==> src/rtl/vc_arbiter_if.sv <==
// vc_arbiter_if: source-FIFO, destination-FIFO and status signals of the VC arbiter
interface vc_arbiter_if #(
   parameter int DATA_WIDTH = 6
);
   logic                  enable;
   logic [DATA_WIDTH-1:0] vc0_data;
   logic                  vc0_empty;
   logic [DATA_WIDTH-1:0] vc1_data;
   logic                  vc1_empty;
   logic                  d0_almost_full;
   logic                  d1_almost_full;
   logic                  pop_vc0;
   logic                  pop_vc1;
   logic [DATA_WIDTH-1:0] data_out;
   logic                  push_d0;
   logic                  push_d1;
   logic                  idle;
   modport master (
      output enable, vc0_data, vc0_empty, vc1_data, vc1_empty, d0_almost_full, d1_almost_full,
      input  pop_vc0, pop_vc1, data_out, push_d0, push_d1, idle
   );
   modport slave (
      input  enable, vc0_data, vc0_empty, vc1_data, vc1_empty, d0_almost_full, d1_almost_full,
      output pop_vc0, pop_vc1, data_out, push_d0, push_d1, idle
   );
endinterface

==> src/rtl/vc_arbiter.sv <==
// vc_arbiter: strict-priority VC0/VC1 arbiter with VC1 starvation guard, one word per cycle to D0/D1
module vc_arbiter #(
   parameter int DATA_WIDTH = 6,
   parameter int MAX_STARVE = 3
) (
   input logic         clk,
   input logic         reset,
   vc_arbiter_if.slave bus
);
   typedef enum logic {IDLE, RUN} state_t;
   localparam int CW = $clog2(MAX_STARVE + 1);
   localparam logic [CW-1:0] MAX_C = CW'(MAX_STARVE);
   state_t                state_q, state_d;
   logic [CW-1:0]         starv_q, starv_d;
   logic [DATA_WIDTH-1:0] data_out_q, data_out_d;
   logic                  push_d0_q, push_d0_d;
   logic                  push_d1_q, push_d1_d;
   logic                  idle_q, idle_d;
   logic                  e0, e1, grant_ok, g0, g1, any_word;
   // eligibility, grant selection, next state and next registered outputs
   always_comb begin
      e0         = !bus.vc0_empty && !(bus.vc0_data[DATA_WIDTH-2] ? bus.d1_almost_full : bus.d0_almost_full);
      e1         = !bus.vc1_empty && !(bus.vc1_data[DATA_WIDTH-2] ? bus.d1_almost_full : bus.d0_almost_full);
      grant_ok   = (state_q == RUN) && bus.enable;
      g1         = grant_ok && e1 && (!e0 || starv_q == MAX_C);
      g0         = grant_ok && e0 && !g1;
      starv_d    = (g1 || !e1) ? '0 : g0 ? starv_q + 1'b1 : starv_q;
      any_word   = !bus.vc0_empty || !bus.vc1_empty;
      state_d    = (state_q == IDLE) ? ((bus.enable && any_word) ? RUN : IDLE)
                                     : ((!bus.enable || !any_word) ? IDLE : RUN);
      data_out_d = g1 ? bus.vc1_data : g0 ? bus.vc0_data : '0;
      push_d0_d  = (g0 || g1) && !data_out_d[DATA_WIDTH-2];
      push_d1_d  = (g0 || g1) && data_out_d[DATA_WIDTH-2];
      idle_d     = (state_d == IDLE) && !push_d0_d && !push_d1_d;
   end
   // state, starvation counter and output stage registers
   always_ff @(posedge clk or negedge reset) begin
      if (!reset) begin
         state_q    <= IDLE;
         starv_q    <= '0;
         data_out_q <= '0;
         push_d0_q  <= 1'b0;
         push_d1_q  <= 1'b0;
         idle_q     <= 1'b1;
      end else begin
         state_q    <= state_d;
         starv_q    <= starv_d;
         data_out_q <= data_out_d;
         push_d0_q  <= push_d0_d;
         push_d1_q  <= push_d1_d;
         idle_q     <= idle_d;
      end
   end
   assign bus.pop_vc0  = g0;
   assign bus.pop_vc1  = g1;
   assign bus.data_out = data_out_q;
   assign bus.push_d0  = push_d0_q;
   assign bus.push_d1  = push_d1_q;
   assign bus.idle     = idle_q;
endmodule

==> src/flat_wrapper.sv <==
// flat-port wrapper written by rule: the top's interface ports become plain ports
module vc_arbiter_flat 
#(
   parameter int DATA_WIDTH = 6,
   parameter int MAX_STARVE = 3
)
  (clk, reset, bus_enable, bus_vc0_data, bus_vc0_empty, bus_vc1_data, bus_vc1_empty, bus_d0_almost_full, bus_d1_almost_full, bus_pop_vc0, bus_pop_vc1, bus_data_out, bus_push_d0, bus_push_d1, bus_idle);
  vc_arbiter_if #(.DATA_WIDTH(DATA_WIDTH)) bus_i ();
  input logic clk;
  input logic reset;
  input wire logic [$bits(bus_i.enable)-1:0] bus_enable;
  input wire logic [$bits(bus_i.vc0_data)-1:0] bus_vc0_data;
  input wire logic [$bits(bus_i.vc0_empty)-1:0] bus_vc0_empty;
  input wire logic [$bits(bus_i.vc1_data)-1:0] bus_vc1_data;
  input wire logic [$bits(bus_i.vc1_empty)-1:0] bus_vc1_empty;
  input wire logic [$bits(bus_i.d0_almost_full)-1:0] bus_d0_almost_full;
  input wire logic [$bits(bus_i.d1_almost_full)-1:0] bus_d1_almost_full;
  output wire logic [$bits(bus_i.pop_vc0)-1:0] bus_pop_vc0;
  output wire logic [$bits(bus_i.pop_vc1)-1:0] bus_pop_vc1;
  output wire logic [$bits(bus_i.data_out)-1:0] bus_data_out;
  output wire logic [$bits(bus_i.push_d0)-1:0] bus_push_d0;
  output wire logic [$bits(bus_i.push_d1)-1:0] bus_push_d1;
  output wire logic [$bits(bus_i.idle)-1:0] bus_idle;
  assign bus_i.enable = bus_enable;
  assign bus_i.vc0_data = bus_vc0_data;
  assign bus_i.vc0_empty = bus_vc0_empty;
  assign bus_i.vc1_data = bus_vc1_data;
  assign bus_i.vc1_empty = bus_vc1_empty;
  assign bus_i.d0_almost_full = bus_d0_almost_full;
  assign bus_i.d1_almost_full = bus_d1_almost_full;
  assign bus_pop_vc0 = bus_i.pop_vc0;
  assign bus_pop_vc1 = bus_i.pop_vc1;
  assign bus_data_out = bus_i.data_out;
  assign bus_push_d0 = bus_i.push_d0;
  assign bus_push_d1 = bus_i.push_d1;
  assign bus_idle = bus_i.idle;
  vc_arbiter #(.DATA_WIDTH(DATA_WIDTH), .MAX_STARVE(MAX_STARVE)) u_core (.clk(clk), .reset(reset), .bus(bus_i));
endmodule
==> config.mk <==
export PLATFORM = sky130hd
export DESIGN_NAME = vc_arbiter_flat
export DESIGN_NICKNAME = d
export VERILOG_FILES = /design/src/rtl/vc_arbiter_if.sv /design/src/rtl/vc_arbiter.sv /design/src/flat_wrapper.sv
export SDC_FILE = /design/constraint.sdc
export NUM_CORES = 1
export LEC_CHECK = 0
export CORE_MARGIN = 3
export CORE_UTILIZATION = 35
export DETAILED_ROUTE_END_ITERATION = 8
export GPL_ROUTABILITY_DRIVEN = 0
export PLACE_DENSITY = 0.73
export SYNTH_ARGS = -nofsm -noshare
export SYNTH_HDL_FRONTEND = slang
export SYNTH_SLANG_ARGS = --single-unit
==> constraint.sdc <==
create_clock -name clk -period 3.12 [get_ports clk]
set_input_delay 0.624 -clock clk [delete_from_list [all_inputs] [get_ports clk]]
set_output_delay 0.624 -clock clk [all_outputs]
set_load 0.02 [all_outputs]
==> qor.csv, run 1 <==
stage,metric,value,unit
floorplanning,row cnt,13,
logic_synthesis,Synth area leaders,"dfrtp_1 (49%), a22o_1 (7.8%), a2111oi_4 (4.9%)",
logic_synthesis,ys async rst share,1.00,
drt,vias per std cell,5.35,
global_routing,initial antenna violation count,0,
timing,min Tclk post-route,3.03,ns
layout,Nets,101,
critical_path,Crit path arrival time,2.41,ns
logic_synthesis,Post-synth EDFFs,0,
floorplanning,Initial Util,0.401,
clock_network,hold buffers post-CTS,0,
global_routing,GRT Util Overall,0.155,
logic_synthesis,"flops & latches, synth",12,
clock_network,"Clk Latency, worst-skew pair",0.27,ns
timing,hold slack,0.534,ns
layout,area delta synth->final,65.8,%
global_routing,number of global-route vias before repair,515,
drt,DRC viols,0,
worst_hold_path,hold path cells,2,
critical_path,Setup crit start kind,primary input,
global_routing,GRT overflow,0,
timing,Fmax,330,MHz
drt,Vias,508,
critical_path,CP required,2.50,ns
logic_synthesis,Synth Area in Compound Gates,0.241,
power_and_ir_drop,Leak Pwr,0.000393,uW
logic_synthesis,sequential cell area fraction in the yosys report,0.538,
timing,final number of max-transition violations,0,
layout,n_diodes,0,
place,dpl ws,0.0885,ns
clock_network,Resize count post-CTS,0,
critical_path,Setup CP Type,in2out,
logic_synthesis,largest family of logic cells by synthesized area,compound AO/OA/AOI/OAI gates,
drt,drt total wl,1.38,mm
drt,DR pass1 iterations,4,
critical_path,CP Capture Type,output pin,
logic_synthesis,mux share of post-synthesis cell area,0.0513,
power_and_ir_drop,Pwr Density,376,nW/um^2
logic_synthesis,Post-Syn Area,561,um^2
clock_network,Num Clock Sinks,12,
logic_synthesis,Synth Area per Inst,12.5,um^2
drt,initial drt markers,7,
clock_network,cts bufs inserted,3,
timing,Worst-Margin Slew,0.546,ns
place,HPWL after detailed placement,1.11,mm
logic_synthesis,simple-gate share of the synthesized area,0.127,
floorplanning,CORE AREA,1400,um^2
logic_synthesis,top cell type by total area after synthesis,dfrtp_1,
drt,Final ANT Viol Nets,0,
floorplanning,io pins,30,
floorplanning,Die W,46.0,um
logic_synthesis,post-synth cell types,21,
status,status,completed,
layout,share of cells above drive strength 1,0.163,
logic_synthesis,Post-synth top cells,"dfrtp_1 (11), a22o_1 (5), nand2_1 (5)",
critical_path,R2R cell count,5,
clock_network,H-Tree Depth,1,
clock_network,clk buf depth,2,
logic_synthesis,XOR/XNOR share of the synthesized area,0,
critical_path,CP Max Fanout,5,
global_routing,first-pass GRT wire length,2.25,mm
clock_network,TritonCTS clock tree,done,
power_and_ir_drop,VDD IR max,0.286,mV
floorplanning,die height,46.0,um
timing,Final setup viols,0,
job,total of max-cap violations,0,
worst_hold_path,Hold Crit Class,reg2reg,
clock_network,Root Driver,clkbuf_4,
logic_synthesis,Synth top area share,0.491,
logic_synthesis,Post-Synth Adder-Cell Area,0.0223,
clock_network,clock transition at the registers of the reported paths,0.07,ns
logic_synthesis,number of synthesis warnings,0,
global_routing,largest net degree at the start of global routing,13,
timing,Final Hold Vio Count,0,
timing,relative slew slack,0.635,
drt,Wirelength per Cell,14.5,um
timing,min setup slack post-route,0.0890,ns
timing,period utilization,0.971,
floorplanning,full die area,2120,um^2
logic_synthesis,Syn Nets,65,
timing,Worst Clk Skew,0.00233,ns
logic_synthesis,Mapped Cells,45,
logic_synthesis,ys flop type,dfrtp_1,
clock_network,Post-CTS Setup Bufs,0,
logic_synthesis,top-count cell post-synth,dfrtp_1,
place,I/O Buffers,29,
## per-layer routing
layer  routed length (um)  track usage  vias to the layer above
li1                     -            -                      242
met1                  536        0.167                      236
met2                  682        0.261                       26
met3                  134       0.0395                        4
met4                   26        0.102                        0
met5                    0            0                        -
## power by group
group / leakage (uW) / internal, uW / switching (uW)
registers: 0.000161 / 160 / 1.38
logic: 0.000211 / 37.4 / 28.7
clock network: 0.0000210 / 70.9 / 50.6
total: 0.000393 / 269 / 80.7
## cells by family (layout without fill, tap and decap cells)
kind of cell / count (synthesis) / count (layout)
muxes: 2 / 2
DFF: 12 / 12
buffers and inverters: 3 / 38
and+or+nand+nor: 13 / 13
adders and majority gates: 1 / 1
AOI/OAI and AO/OA: 14 / 14
## layout make-up
cell class / instances / area, um^2
Tap cell: 15 / 18.8
Timing Repair Buffer: 31 / 305
Clock buffer: 4 / 36.3
Multi-Input combinational cell: 30 / 256
Inverter: 3 / 11.3
Sequential cell: 12 / 302
Fill cell: 110 / 469
## worst max-delay path: stages
cell and delay [ns]:
clkdlybuf4s50_1 0.57, mux2i_4 0.35, o311a_1 0.25, clkdlybuf4s50_1 0.61
## metrics by stage
stage	utilization	area [um^2]	total power (uW)	TNS [ns]	std cells
after floorplan	-	561	188	0	45
after global placement	0.632	885	228	0	91
after detailed placement	0.632	885	229	0	91
after CTS	0.658	921	351	0	95
after global routing	0.665	930	372	-0.00982	95
final	0.665	930	349	0	95
## layout by cell type (no fill, tap or decap), types with 2 or more instances in the layout
| cell | synthesis | layout |
|---|---|---|
| clkdlybuf4s50_1 | 0 | 29 |
| dfrtp_1 | 11 | 11 |
| nand2_1 | 5 | 5 |
| a22o_1 | 5 | 5 |
| inv_1 | 3 | 3 |
| o32ai_1 | 3 | 3 |
| clkbuf_4 | 0 | 3 |
| or2_2 | 2 | 2 |
| a21oi_1 | 2 | 2 |
| buf_4 | 0 | 2 |
## final timing paths
| check | endpoint | from | slack [ns] |
|---|---|---|---|
| max in group asynchronous | u_core.bus.idle | reset | 2.05 |
| min in group asynchronous | u_core.bus.data_out[1] | reset | 0.70 |
| hold reg to reg | u_core.starv_q[1] | u_core.starv_q[1] | 0.53 |
| setup reg to reg | u_core.bus.data_out[3] | u_core.starv_q[0] | 1.56 |
| setup / recovery | bus_pop_vc0 | bus_vc0_data[4] | 0.09 |
| hold / removal | u_core.starv_q[1] | u_core.starv_q[1] | 0.53 |
## sequential cells by signal, summed over array words and instances (netlist names)
| name | cells |
|---|---|
| u_core.bus.data_out | 6 |
| u_core.bus.idle | 1 |
| u_core.bus.push_d0 | 1 |
| u_core.bus.push_d1 | 1 |
| u_core.starv_q | 2 |
| u_core.state_q | 1 |
Power figures use the tool's default switching activity.
==> inputs of run 2 (changes only) <==
CORE_MARGIN = 2   (was 3)
==> run 2 against run 1 <==
Compared with the run above:
- sequential share of layout area rose by 0.26 points
- utilization decreased by 5.2 points
- die area decreased by 8.5%
- combinational power decreased by 2%
- design area decreased by 0.81%
- cell count is 1.1% higher
- sequential power hardly changed
- first-iteration DRC count shrank 14%
- critical endpoint unchanged
- highest routed layer unchanged
==> qor.csv, run 2 (synthesis results as in run 1) <==
stage,metric,value,unit
status,status,completed,
timing,RSZ-0062 raised after global routing,false,
job,total of max-cap violations,0,
drt,Final ANT Viol Nets,0,
layout,"commonest non-fill, non-tap cell in the layout",clkdlybuf4s50_1,
worst_hold_path,Hold Crit Class,reg2reg,
global_routing,GR Util met3,0.0367,
clock_network,cts bufs inserted,3,
layout,area delta synth->final,64.5,%
critical_path,Crit path arrival time,2.42,ns
critical_path,Setup CP Type,in2out,
floorplanning,die height,44.0,um
timing,setup tns final,0,ns
floorplanning,Die W,44.0,um
clock_network,Post-CTS Setup Bufs,0,
clock_network,hold buffers post-CTS,0,
global_routing,number of global-route vias before repair,510,
clock_network,Root Driver,clkbuf_4,
timing,Worst-Margin Slew,0.530,ns
power_and_ir_drop,Tot Pwr,352,uW
clock_network,Num Clock Sinks,12,
global_routing,first-pass GRT wire length,2.30,mm
timing,Fmax,328,MHz
drt,drt total wl,1.31,mm
global_routing,routing usage on met1,0.216,
clock_network,"Clk Latency, worst-skew pair",0.27,ns
timing,min setup slack post-route,0.0739,ns
drt,Vias,500,
timing,min Tclk post-route,3.05,ns
global_routing,GRT Util Overall,0.167,
critical_path,CP Capture Type,output pin,
layout,n_diodes,0,
timing,Final Hold Vio Count,0,
place,HPWL after detailed placement,1.03,mm
drt,Wirelength per Cell,13.7,um
power_and_ir_drop,Leak Pwr,0.000392,uW
drt,vias per std cell,5.21,
global_routing,Top Usage Layer GRT,met2,
timing,period utilization,0.976,
layout,register area,302,um^2
floorplanning,row cnt,14,
layout,multi-input logic area,248,um^2
floorplanning,full die area,1940,um^2
drt,DR pass1 iterations,4,
clock_network,TritonCTS clock tree,done,
floorplanning,io pins,30,
global_routing,M2 GR Usage,0.250,
timing,Worst Clk Skew,0.00262,ns
timing,relative slew slack,0.646,
power_and_ir_drop,Pwr Density,381,nW/um^2
place,Post-Place Cells,92,
layout,Nets,101,
critical_path,CP required,2.50,ns
timing,final number of max-transition violations,0,
layout,Post-Layout Cell Count,96,
global_routing,largest net degree at the start of global routing,13,
layout,most frequent cells in the layout,"clkdlybuf4s50_1 (29), dfrtp_1 (11), nand2_1 (5), a22o_1 (5)",
clock_network,Resize count post-CTS,0,
timing,Final setup viols,0,
place,dpl ws,0.0816,ns
clock_network,H-Tree Depth,1,
drt,DRC viols,0,
critical_path,Setup crit start kind,primary input,
critical_path,CP Max Fanout,5,
power_and_ir_drop,VDD IR max,0.185,mV
timing,hold slack,0.535,ns
place,I/O Buffers,29,
clock_network,clock transition at the registers of the reported paths,0.08,ns
layout,Layout fillers,124,
floorplanning,Initial Util,0.372,
floorplanning,CORE AREA,1510,um^2
clock_network,clk buf depth,2,
layout,share of cells above drive strength 1,0.163,
global_routing,GRT overflow,0,
layout,Largest register FFs,6,
global_routing,initial antenna violation count,0,
drt,initial drt markers,6,
-- run 2: critical path, stage by stage --
cell             delay (ns)
clkdlybuf4s50_1        0.54
mux2i_2                0.39
o311a_1                0.26
clkdlybuf4s50_1        0.61
-- run 2: routing by layer --
metal  share of wire  vias to the layer above
met5               0                        -
met4          0.0076                        0
met3           0.039                        2
met2            0.52                       12
met1            0.43                      244
li1                -                      242
-- run 2: area by class of cell --
class | count | share of cell area
multi-input combinational | 30 | 0.269
inverter | 3 | 0.0122
sequential | 12 | 0.327
tap | 16 | 0.0217
timing repair buffer | 31 | 0.331
clock buffer | 4 | 0.0393
-- run 2: final timing paths --
path | from | endpoint | slack (ns) | depth (start not counted)
setup / recovery | bus_vc0_data[4] | bus_pop_vc0 | 0.07 | 4
hold / removal | u_core.starv_q[1] | u_core.starv_q[1] | 0.54 | 2
setup reg to reg | u_core.starv_q[0] | u_core.bus.data_out[1] | 1.57 | 5
hold reg to reg | u_core.starv_q[1] | u_core.starv_q[1] | 0.54 | 2
max in group asynchronous | reset | u_core.bus.idle | 2.07 | 1
min in group asynchronous | reset | u_core.state_q | 0.69 | 1
-- run 2: where the power goes --
| group | switching, uW | leakage [uW] | internal [uW] |
|---|---|---|---|
| clock | 54.5 | 0.0000210 | 71.0 |
| sequential | 1.45 | 0.000161 | 160 |
| combinational | 28.0 | 0.000210 | 36.5 |
-- run 2: through the flow --
| stage | utilization | instance area [um^2] |
|---|---|---|
| floorplan | - | 561 |
| global placement | 0.588 | 886 |
| detailed placement | 0.588 | 886 |
| CTS | 0.612 | 922 |
| global route | 0.612 | 922 |
| finish | 0.612 | 922 |
